## src/rtl/sli_video_timing.sv

```systemverilog
`default_nettype none
// ============================================================================
// Module   : sli_video_timing
// Purpose  : Raster timing generator with structured-light pattern sequencing.
// Revision : 1.0 - initial release
// ============================================================================
module sli_video_timing #(
  parameter int H_ACTIVE = 1280,
  parameter int H_FP     = 110,
  parameter int H_SYNC   = 40,
  parameter int H_BP     = 220,
  parameter int V_ACTIVE = 720,
  parameter int V_FP     = 5,
  parameter int V_SYNC   = 5,
  parameter int V_BP     = 20,
  parameter bit HS_POL   = 1'b1,
  parameter bit VS_POL   = 1'b1,
  parameter int N_PAT    = 8
) (
  input  logic        clk,
  input  logic        rst,
  input  logic        en,
  input  logic        restart,
  output logic [11:0] hcount,
  output logic [11:0] vcount,
  output logic        hsync,
  output logic        vsync,
  output logic        blank,
  output logic        de,
  output logic        frame_start,
  output logic [3:0]  pat_idx,
  output logic        seq_done
);

  localparam int c_H_TOTAL = H_ACTIVE + H_FP + H_SYNC + H_BP;
  localparam int c_V_TOTAL = V_ACTIVE + V_FP + V_SYNC + V_BP;

  // 13-bit decode constants so a boundary equal to 4096 cannot alias to 0
  localparam logic [12:0] c_H_ACT   = 13'(H_ACTIVE);
  localparam logic [12:0] c_HS_BEG  = 13'(H_ACTIVE + H_FP);
  localparam logic [12:0] c_HS_END  = 13'(H_ACTIVE + H_FP + H_SYNC);
  localparam logic [12:0] c_V_ACT   = 13'(V_ACTIVE);
  localparam logic [12:0] c_VS_BEG  = 13'(V_ACTIVE + V_FP);
  localparam logic [12:0] c_VS_END  = 13'(V_ACTIVE + V_FP + V_SYNC);
  localparam logic [11:0] c_H_LAST  = 12'(c_H_TOTAL - 1);
  localparam logic [11:0] c_V_LAST  = 12'(c_V_TOTAL - 1);
  localparam logic [3:0]  c_P_LAST  = 4'(N_PAT - 1);

  logic [11:0] r_hc;
  logic [11:0] r_vc;
  logic [3:0]  r_pat;

  logic [11:0] r_hcount;
  logic [11:0] r_vcount;
  logic        r_hsync;
  logic        r_vsync;
  logic        r_blank;
  logic        r_de;
  logic        r_frame_start;
  logic [3:0]  r_pat_idx;
  logic        r_seq_done;

  logic [11:0] w_h;
  logic [11:0] w_v;
  logic [3:0]  w_p;
  logic [12:0] w_h13;
  logic [12:0] w_v13;
  logic        w_de;
  logic        w_hs_on;
  logic        w_vs_on;
  logic        w_fs;
  logic        w_seq;
  logic        w_h_last;
  logic        w_v_last;
  logic        w_p_last;
  logic [11:0] w_hc_nxt;
  logic [11:0] w_vc_nxt;
  logic [3:0]  w_pat_nxt;

  // Position to decode: restart presents (0,0) of pattern 0 on the same edge
  always_comb begin
    w_h   = restart ? 12'd0 : r_hc;
    w_v   = restart ? 12'd0 : r_vc;
    w_p   = restart ? 4'd0  : r_pat;
    w_h13 = {1'b0, w_h};
    w_v13 = {1'b0, w_v};

    w_de    = (w_h13 < c_H_ACT) && (w_v13 < c_V_ACT);
    w_hs_on = (w_h13 >= c_HS_BEG) && (w_h13 < c_HS_END);
    w_vs_on = (w_v13 >= c_VS_BEG) && (w_v13 < c_VS_END);
    w_fs    = (w_h == 12'd0) && (w_v == 12'd0);
    w_seq   = (w_h == c_H_LAST) && (w_v == c_V_LAST) && (w_p == c_P_LAST);
  end

  always_comb begin
    w_h_last  = (r_hc == c_H_LAST);
    w_v_last  = (r_vc == c_V_LAST);
    w_p_last  = (r_pat == c_P_LAST);
    w_hc_nxt  = w_h_last ? 12'd0 : r_hc + 12'd1;
    w_vc_nxt  = r_vc;
    w_pat_nxt = r_pat;
    if (w_h_last) begin
      w_vc_nxt = w_v_last ? 12'd0 : r_vc + 12'd1;
      if (w_v_last) begin
        w_pat_nxt = w_p_last ? 4'd0 : r_pat + 4'd1;
      end
    end
  end

  always_ff @(posedge clk or posedge rst) begin
    if (rst) begin
      r_hc  <= 12'd0;
      r_vc  <= 12'd0;
      r_pat <= 4'd0;
    end else if (restart) begin
      r_hc  <= 12'd1;
      r_vc  <= 12'd0;
      r_pat <= 4'd0;
    end else if (en) begin
      r_hc  <= w_hc_nxt;
      r_vc  <= w_vc_nxt;
      r_pat <= w_pat_nxt;
    end
  end

  always_ff @(posedge clk or posedge rst) begin
    if (rst) begin
      r_hcount      <= 12'd0;
      r_vcount      <= 12'd0;
      r_hsync       <= ~HS_POL;
      r_vsync       <= ~VS_POL;
      r_blank       <= 1'b1;
      r_de          <= 1'b0;
      r_frame_start <= 1'b0;
      r_pat_idx     <= 4'd0;
      r_seq_done    <= 1'b0;
    end else if (restart || en) begin
      r_hcount      <= w_h;
      r_vcount      <= w_v;
      r_hsync       <= w_hs_on ? HS_POL : ~HS_POL;
      r_vsync       <= w_vs_on ? VS_POL : ~VS_POL;
      r_blank       <= ~w_de;
      r_de          <= w_de;
      r_frame_start <= w_fs;
      r_pat_idx     <= w_p;
      r_seq_done    <= w_seq;
    end
  end

  assign hcount      = r_hcount;
  assign vcount      = r_vcount;
  assign hsync       = r_hsync;
  assign vsync       = r_vsync;
  assign blank       = r_blank;
  assign de          = r_de;
  assign frame_start = r_frame_start;
  assign pat_idx     = r_pat_idx;
  assign seq_done    = r_seq_done;

endmodule
`default_nettype wire
```

## config.mk

```make
export PLATFORM = sky130hd
export DESIGN_NAME = sli_video_timing
export DESIGN_NICKNAME = d
export VERILOG_FILES = /design/src/rtl/sli_video_timing.sv
export SDC_FILE = /design/constraint.sdc
export NUM_CORES = 1
export LEC_CHECK = 0
export ABC_AREA = 1
export BUFFER_PORTS_ARGS = -buffer_cell sky130_fd_sc_hd__buf_2
export CAP_MARGIN = 5
export CELL_PAD_IN_SITES_DETAIL_PLACEMENT = 1
export CELL_PAD_IN_SITES_GLOBAL_PLACEMENT = 1
export CORE_ASPECT_RATIO = 1.1
export CORE_MARGIN = 4
export CORE_UTILIZATION = 43
export CTS_CLUSTER_DIAMETER = 40
export CTS_CLUSTER_SIZE = 24
export DETAILED_ROUTE_END_ITERATION = 6
export GPL_TIMING_DRIVEN = 0
export PLACE_DENSITY_LB_ADDON = 0.08
export SYNTH_ARGS = -nofsm -noshare
export SYNTH_HDL_FRONTEND = slang
export SYNTH_SLANG_ARGS = --single-unit
export TNS_END_PERCENT = 50
```

## constraint.sdc

```tcl
create_clock -name clk -period 2.15 [get_ports clk]
set_input_delay 0.215 -clock clk [delete_from_list [all_inputs] [get_ports clk]]
set_output_delay 0.215 -clock clk [all_outputs]
set_load 0.005 [all_outputs]
```

==> impl_metrics.toml <==
[synth]
synth_cells = 433
synthDistinctLibCells = 35
yosys-top-cells-area = "dfrtp_1 (46%), nand2_1 (14%), o21ai_0 (5.8%)"
synth.top_cell.area_share_pct = 45.7
syn_area_um2 = 3340
synth_top_cell_by_area = "dfrtp_1"
synth_most_common_cell = "nand2_1"
ys_seq_elements = 62
synthFlopType = "dfrtp_1"
synth_edf_count = 0
synthesis.nets = 442
avgSynthCellArea_um2 = 7.72
synth_top_cells_by_count = "nand2_1 (129), dfrtp_1 (61), nor2_1 (48), o21ai_0 (39), inv_1 (35)"
yosysSeqAreaShare_pct = 46.4
async_flop_share_pct = 100
ys.warnings.count = 0

[drt]
wl_per_cell_um = 17.4
dr.pass1.iters = 4
drc_errors = 0
vias = 3164
dr.first_iter.drc_count = 149
antenna_left = 0
via_per_inst = 5.34
wl_um = 10300

[global_route]
grt_util_all_layers_pct = 24.0
antenna_found_initial = 0
grt_max_degree = 41
grt_pass1_wl_um = 17200
grt_pass1_vias = 3295
grt-ovfl-total = 0

[setup_path]
critPathKind = "reg -> reg"
critPathTopFamily = "simple AND/OR/NAND/NOR gates"
crit_required_ns = 2.39
r2r-start = "r_vc[1]$_DFFE_PP0P_"
slowest_delay_ns = 0.48
cp-startpoint = "r_vc[1]$_DFFE_PP0P_"
cp-end-kind = "flop"
cp_cell_sequence = "inv_1 -> ha_1 -> inv_1 -> nor2_1 -> nand4_2 -> nand2_1 -> nand2_1 -> nand2_1 -> nand2_1"
path_buf_inv = 2
startpoint_type = "flop"
critPathMaxFanout = 7
arrival_ns = 2.05
path_common_cell = "nand2_1"
cpMaxStageDelayCell = "dfrtp_1"

[sta]
drv_slew = 0
worst_slack_ns = 0.344
post-route-period-util_pct = 84.0
worstMarginPinSlew_ns = 0.890
fmax_mhz = 554
setup_viol = 0
slew_headroom_pct = 40.6
rsz0062_at_grt = "false"
fin_crit_ns = 1.81
fin_skew_ns = 0.00548
hold_viol = 0

[power]
peakVddDrop_mv = 0.289
power_switching_w = 0.000617
combinationalPowerShare_pct = 6.5
power_frac_seq_pct = 47.3
power.density_nw_per_um2 = 648
fin_total_pwr_w = 0.00252
swShare_pct = 24.5
p_leak_nw = 1.88
p_int_w = 0.00191
power_frac_clock_pct = 46.2

[clocking]
cts_tree = "yes"
clk_pin_slew_ns = 0.07
h-tree-depth = 3
hold_buffers = 0
clockBufferDepth = 2
clkSinkCount = 62
cts_buffers = 9
clkLatencyLatePin_ns = 0.35
cts-resized-gates = 0
cts_setup_buffers = 0
clock-root-buffer = "clkbuf_8"

[layout]
diodes = 0
layout.nets = 491
layout.cells.non_filler = 592
utilization_pct = 51.8
area_growth_syn_to_layout_pct = 16.5
n_fill_cell = 974
layout-drive-gt1-share_pct = 17.7
finalInstanceArea_um2 = 3890

[worst_hold_path]
hp-class = "in -> async"

[floorplanning]
start_util_pct = 44.5
pin_count = 38
dieWidth_um = 92.1
fp.coreArea_um2 = 7510
die_y_um = 100
die_area_um2 = 9250
row_count = 33

[status]
status = "finished, final reports clean"

[placement]
dp_hpwl_um = 7610
routabilityCongestion = 0.874
dp_cells = 576
placed_area_um2 = 3680
post-place-ws_ns = 0.351
io_buffer_count = 37

[run]
max-cap-violations = 0
placed cells by master (no fill, tap or decap):
cell / netlist / final
nor3b_1: 2 / 2
nor2_4: 2 / 2
o21bai_4: 1 / 1
bufinv_16: 0 / 2
dfstp_2: 1 / 1
nand4_2: 1 / 1
o22ai_1: 1 / 1
nor3_1: 13 / 13
o31ai_1: 8 / 8
a22o_1: 2 / 2
buf_2: 9 / 46
nand3b_1: 1 / 1
buf_12: 0 / 1
a21oi_1: 6 / 6
nor3b_2: 1 / 1
clkbuf_1: 2 / 4
o21bai_1: 1 / 1
buf_6: 3 / 3
buf_1: 1 / 1
nor2_1: 48 / 48
o21ai_0: 39 / 39
inv_2: 6 / 7
nand2_1: 129 / 129
nand2_2: 1 / 1
nand3_2: 1 / 1
o2111ai_1: 1 / 1
nand3_1: 21 / 21
ha_1: 5 / 5
buf_4: 1 / 1
o21ai_1: 3 / 3
nand4_1: 17 / 17
dfrtp_1: 61 / 61
nor2_8: 1 / 1
nor2_2: 4 / 4
clkbuf_8: 0 / 10
inv_1: 35 / 34
nor3_2: 1 / 1
xor2_1: 4 / 4
clkinv_2: 0 / 2
metal layers:
layer,part of all wire (%),wire length (um),GRT usage [%],up-vias
met3,3.6,367,4.33,18
met5,0,0,0,-
li1,-,-,-,1519
met4,2.6,268,9.26,0
met1,44,4570,31.5,1563
met2,49,5080,39.7,64
flip-flops by register name, summed over array words and instances (netlist names), 4 cells and up:
| signal | flops |
|---|---|
| hcount | 12 |
| r_hc | 12 |
| r_vc | 12 |
| vcount | 12 |
| pat_idx | 4 |
| r_pat | 4 |
logic make-up after synthesis:
family | count (synthesis) | synth area share, %
buffers and inverters | 57 | 7.52
adders and majority gates | 5 | 1.87
xor gates and xnor gates | 4 | 1.05
and+or+nand+nor | 243 | 32.4
DFF | 62 | 46.4
AOI/OAI and AO/OA | 62 | 10.7
power by group through the flow:
stage	sequential, W	combinational [W]	clock, W
final	0.00119	0.000165	0.00117
after global routing	0.00119	0.000186	0.00124
after CTS	0.00119	0.000168	0.00118
after detailed placement	0.00121	0.000166	0
after global placement	0.00121	0.000158	0
after floorplan	0.00121	0.000103	0
layout make-up:
type | count | area (um2) | area share, %
Timing Repair Buffer | 38 | 205 | 5.27
Clock buffer | 12 | 145 | 3.73
Tap cell | 105 | 131 | 3.37
Multi-Input combinational cell | 314 | 1540 | 39.5
Buffer | 16 | 97.6 | 2.51
Inverter | 41 | 154 | 3.95
Sequential cell | 62 | 1550 | 39.9
Clock inverter | 4 | 70.1 | 1.80
final timing paths:
path | cells past startpoint | slack, ns | end
setup / recovery | 9 | 0.34 | r_pat[2]$_DFFE_PP0P_
hold / removal | 2 | 0.05 | hcount[6]$_DFFE_PP0P_
setup reg to reg | 9 | 0.34 | r_pat[2]$_DFFE_PP0P_
hold reg to reg | 2 | 0.47 | blank$_DFFE_PP1P_
max in group asynchronous | 3 | 1.47 | r_vc[3]$_DFFE_PP0P_
min in group clk | 3 | 0.18 | pat_idx[3]$_DFFE_PP0P_
through the flow:
step / hold WS (ns) / setup TNS [ns]
final: 0.0517 / 0
after global routing: 0.137 / 0
after CTS: 0.0814 / 0
after detailed placement: 0.455 / 0
after global placement: 0.457 / -28.86
after floorplan: 0.325 / 0
Power figures use the tool's default switching activity.
